### src/rtl/irrigation_sequencer.sv
// Irrigation actuator sequencer: synchronizes decision-stage requests and drives the
// sprinkler/drip actuators through a hold-timed, break-before-make, fault-locking FSM.
module irrigation_sequencer #(
  parameter int TICK_DIV = 50000000,
  parameter int MIN_ON   = 5
) (
  input  logic       clk,
  input  logic       rst_n,
  input  logic       ve_req,
  input  logic       bs_req,
  input  logic       vs_req,
  input  logic       al_in,
  input  logic       e_in,
  output logic       valve_in,
  output logic       sprinkler,
  output logic       drip,
  output logic       alarm,
  output logic       error,
  output logic [1:0] state,
  output logic [7:0] time_left
);

  typedef enum logic [1:0] {
    IDLE  = 2'd0,
    SPRAY = 2'd1,
    DRIP  = 2'd2,
    FAULT = 2'd3
  } state_t;

  localparam int              CNT_W    = (TICK_DIV > 2) ? $clog2(TICK_DIV) : 1;
  localparam logic [CNT_W-1:0] CNT_MAX = CNT_W'(TICK_DIV - 1);
  localparam logic [7:0]       HOLD    = 8'(MIN_ON);

  // Request bundle order: {ve, bs, vs, al, e}.
  logic [4:0] req_meta;
  logic [4:0] req_sync;
  logic       ve_s, bs_s, vs_s, al_s, e_s, fault_s;

  // NOTE: every flop, including the synchronizer stages, clears on the async reset so
  // no stale request can leak into the FSM after reset is released.
  always_ff @(posedge clk or negedge rst_n) begin
    if (!rst_n) begin
      req_meta <= '0;
      req_sync <= '0;
    end else begin
      // NOTE: non-blocking assignments keep both stages sampling the pre-edge values,
      // which is what makes this a true two-flop shift.
      req_meta <= {ve_req, bs_req, vs_req, al_in, e_in};
      req_sync <= req_meta;
    end
  end

  assign {ve_s, bs_s, vs_s, al_s, e_s} = req_sync;
  assign fault_s = al_s | e_s;

  logic [CNT_W-1:0] presc;
  logic             tick;

  assign tick = (presc == CNT_MAX);

  always_ff @(posedge clk or negedge rst_n) begin
    if (!rst_n) begin
      presc <= '0;
    end else if (tick) begin
      presc <= '0;
    end else begin
      presc <= presc + CNT_W'(1);
    end
  end

  state_t     state_q;
  logic [7:0] timer;
  logic       lock_run;  // lockout countdown has been loaded since the last fault cleared

  always_ff @(posedge clk or negedge rst_n) begin
    if (!rst_n) begin
      state_q   <= IDLE;
      timer     <= 8'd0;
      lock_run  <= 1'b0;
      valve_in  <= 1'b0;
      sprinkler <= 1'b0;
      drip      <= 1'b0;
      alarm     <= 1'b0;
      error     <= 1'b0;
    end else begin
      valve_in <= ve_s;
      alarm    <= al_s;
      error    <= e_s;
      if (fault_s) begin
        // A fault overrides any hold in progress and keeps the lockout parked at zero.
        state_q   <= FAULT;
        timer     <= 8'd0;
        lock_run  <= 1'b0;
        sprinkler <= 1'b0;
        drip      <= 1'b0;
      end else begin
        case (state_q)
          IDLE: begin
            if (bs_s) begin
              state_q   <= SPRAY;
              timer     <= HOLD;
              sprinkler <= 1'b1;
            end else if (vs_s) begin
              state_q <= DRIP;
              timer   <= HOLD;
              drip    <= 1'b1;
            end
          end
          SPRAY: begin
            if (timer == 8'd0 && !bs_s) begin
              state_q   <= IDLE;
              sprinkler <= 1'b0;
            end else if (tick && timer != 8'd0) begin
              timer <= timer - 8'd1;
            end
          end
          DRIP: begin
            if (timer == 8'd0 && !vs_s) begin
              state_q <= IDLE;
              drip    <= 1'b0;
            end else if (tick && timer != 8'd0) begin
              timer <= timer - 8'd1;
            end
          end
          FAULT: begin
            if (!lock_run) begin
              timer    <= HOLD;
              lock_run <= 1'b1;
            end else if (timer == 8'd0) begin
              state_q  <= IDLE;
              lock_run <= 1'b0;
            end else if (tick) begin
              timer <= timer - 8'd1;
            end
          end
        endcase
      end
    end
  end

  assign state     = state_q;
  assign time_left = timer;

endmodule

### config.mk
export PLATFORM = sky130hd
export DESIGN_NAME = irrigation_sequencer
export DESIGN_NICKNAME = d
export VERILOG_FILES = /design/src/rtl/irrigation_sequencer.sv
export SDC_FILE = /design/constraint.sdc
export NUM_CORES = 1
export LEC_CHECK = 0
export ABC_CLOCK_PERIOD_IN_PS = 4000
export CAP_MARGIN = 20
export CORE_MARGIN = 2
export CORE_UTILIZATION = 50
export CTS_BUF_LIST = sky130_fd_sc_hd__clkbuf_8 sky130_fd_sc_hd__clkbuf_16
export DETAILED_ROUTE_END_ITERATION = 10
export PLACE_DENSITY_LB_ADDON = 0.15
export SLEW_MARGIN = 20
export SYNTH_ARGS = -nofsm -noshare
export SYNTH_HDL_FRONTEND = slang
export SYNTH_SLANG_ARGS = --single-unit
### constraint.sdc
create_clock -name clk -period 4 [get_ports clk]
set_input_delay 0.6 -clock clk [delete_from_list [all_inputs] [get_ports clk]]
set_output_delay 0.6 -clock clk [all_outputs]
set_load 0.01 [all_outputs]
==> impl_metrics.py <==
metrics = {
    "power_and_ir_drop": {
        "peakVddDrop_mv": 0.213,
        "power_density_nw_per_um2": 364,
        "power_leakage_nw": 1.27,
    },
    "sta": {
        "finClkSkew_ns": 0.0116,
        "relSlewSlack": 0.425,
        "slew_viol_final": 0,
        "tns_ns": 0,
        "period_share": 0.559,
        "hold_viol": 0,
        "holdWs_ns": 0.356,
        "fmax_ghz": 0.447,
        "fin_crit_ns": 2.24,
        "setup-violations-final": 0,
        "rsz0062_at_grt": "no",
        "tightest_slew_ns": 0.855,
    },
    "clock_tree": {
        "clk_pin_slew_ns": 0.10,
        "cts_tree": "built",
        "clock_sinks": 52,
        "cts_buffers": 5,
        "cts_root_buf": "clkbuf_8",
        "holdBufCountCts": 0,
        "insertion_delay_ns": 0.31,
        "cts_resized": 0,
        "ctsLongestPathBuffers": 2,
        "post-cts-setup-buffers": 0,
        "cts_max_level": 2,
    },
    "setup_path": {
        "cp_max_fo": 6,
        "worst-r2r-cell-count": 7,
        "cp.arrival_ns": 2.44,
        "r2r_slack_ns": 1.76,
        "reg2reg_from": "time_left[0]",
        "start_kind": "register",
        "worstPathRequired_ns": 4.21,
        "crit_path_end_kind": "register",
        "rr_endpoint": "time_left[1]",
        "critPathKind": "reg -> reg",
    },
    "route": {
        "drt_pass1_iterations": 4,
        "ant_nets": 0,
        "drt-total-wl_um": 4680,
        "drc": 0,
        "wl_per_cell_um": 14.0,
        "viasPerCell": 5.47,
        "drtIter0Drc": 100,
        "vias": 1832,
    },
    "grt": {
        "antenna_found_initial": 0,
        "grt_pass1_vias": 1767,
        "grt_use_total": 0.191,
        "grt_pass1_wl_um": 8250,
        "overflow": 0,
        "grt_max_degree": 53,
    },
    "run": {
        "drv_cap": 0,
    },
    "synth": {
        "synth_seq_cells": 52,
        "ys_warn_count": 0,
        "syn_area_um2": 2540,
        "ys.flop_type": "dfrtp_1",
        "ys_seq_area_frac": 0.512,
        "async_reset_ff_frac": 1.00,
        "avgSynthCellArea_um2": 10.5,
        "syn_inst": 241,
        "synth_edf_count": 0,
        "syn-num-nets": 256,
        "ys_types": 50,
    },
    "finish": {
        "final_cell_mix": "dfrtp_1, nor2_1, clkdlybuf4s50_1",
        "nFillCells": 423,
        "drive_gt1_frac": 0.0821,
        "mostFrequentLayoutCell": "dfrtp_1",
        "area_growth_syn_to_layout_pct": 15.0,
        "num-nets-final": 282,
        "diodes": 0,
    },
    "floorplanning": {
        "pin_count": 22,
        "die_h_um": 75.3,
        "core_area_um2": 4820,
        "die-area_um2": 5670,
        "std_cell_rows": 25,
        "die_x_um": 75.3,
        "start_util": 0.528,
    },
    "worst_hold_path": {
        "hold_class": "reg -> reg",
        "min_from": "req_meta[1]",
        "whs_path_depth": 0,
        "hold_end": "req_sync[1]",
    },
    "status": {
        "status": "finished clean",
    },
    "placed_design": {
        "post-dp-hpwl_um": 3320,
        "portBuffers": 21,
        "gp_congestion": 0.879,
    },
}
## layer usage
layer | global-route usage | share of wire | vias up | routed length (um)
li1 | - | - | 912 | -
met1 | 0.285 | 0.52 | 883 | 2450
met2 | 0.275 | 0.43 | 30 | 2000
met3 | 0.0423 | 0.034 | 7 | 161
met4 | 0.0682 | 0.015 | 0 | 69
met5 | 0 | 0 | - | 0
## worst max path at each step
stage,start,end,slack [ns],cells past startpoint
6_report,time_left[0],time_left[1],1.76,7
5_1_grt,time_left[0],state[1],1.51,7
4_1_cts,time_left[0],time_left[1],1.82,7
3_5_place_dp,time_left[0],time_left[1],1.84,7
3_3_place_gp,state[1],time_left[1],1.85,7
2_1_floorplan,presc[0],time_left[1],1.98,6
## per-stage QoR
stage | cell area [um^2] | std cells | utilization | setup WS, ns | power (W)
after floorplan | 2540 | 241 | - | 1.98 | 0.000687
after detailed placement | 2830 | 327 | 0.586 | 1.84 | 0.000751
after global placement | 2830 | 327 | 0.586 | 1.85 | 0.000749
after CTS | 2920 | 335 | 0.607 | 1.82 | 0.00108
after global routing | 2920 | 335 | 0.607 | 1.51 | 0.00113
final | 2920 | 335 | 0.607 | 1.76 | 0.00106
## layout make-up
class / instances / area [um^2] / share of cell area
inverter: 11 / 41.3 / 0.0141
sequential: 52 / 1300 / 0.445
multi-input combinational: 175 / 1190 / 0.406
clock inverter: 3 / 28.8 / 0.00985
clock buffer: 5 / 68.8 / 0.0235
timing repair buffer: 22 / 213 / 0.0728
tap: 67 / 83.8 / 0.0287
## registers in the layout, summed over array words and instances (netlist names)
name and cells:
alarm 1, time_left 8, presc 26, lock_run 1
sprinkler 1, req_meta 5, state 2, req_sync 5
error 1, drip 1, valve_in 1
## cell families (layout without fill, tap and decap cells)
logic type / after synthesis / count (layout) / synth area share
muxes: 1 / 1 / 0.00591
AOI/OAI and AO/OA: 39 / 39 / 0.108
and+or+nand+nor: 102 / 102 / 0.227
buffers and inverters: 14 / 41 / 0.0212
xor gates and xnor gates: 25 / 25 / 0.0862
adders and majority gates: 8 / 8 / 0.0394
DFF: 52 / 52 / 0.512
## cells in the mapped netlist, types with 2 or more instances
master    count  share of area
inv_1        11          0.016
a31oi_1       3         0.0074
and4_1        3          0.010
clkbuf_1      2         0.0030
nand3_1      11          0.022
nor3_1        8          0.016
o21ai_0       5         0.0098
nand4_1       6          0.015
dfrtp_1      52           0.51
nor2_1       29          0.043
and2_2        2         0.0059
a32o_1        2         0.0079
xor2_1       12          0.041
nor4_1        6          0.015
and2_1        2         0.0049
o21a_1        3         0.0089
a41oi_1       2         0.0069
a21oi_1      11          0.022
nor3b_1       2         0.0059
nor2b_1       2         0.0049
nand2_1      11          0.016
ha_1          8          0.039
a21o_1        2         0.0059
xnor2_1      13          0.045
or3_1         5          0.012
and3_1        4         0.0098
## worst max-delay path: stages, from the launching register on
cell and delay [ns]:
dfrtp_1 0.45, inv_1 0.14, ha_1 0.16, nor4b_1 0.50
and2_1 0.29, a21o_1 0.19, o21ai_4 0.09, mux2_4 0.32
## where the power goes
group | internal, W | switching (W) | leakage, nW
sequential | 0.000540 | 0.0000174 | 0.670
clock | 0.000132 | 0.000190 | 0.0511
combinational | 0.0000784 | 0.000106 | 0.550
total | 0.000751 | 0.000314 | 1.27
No activity file was read; power rests on OpenSTA's default activity.
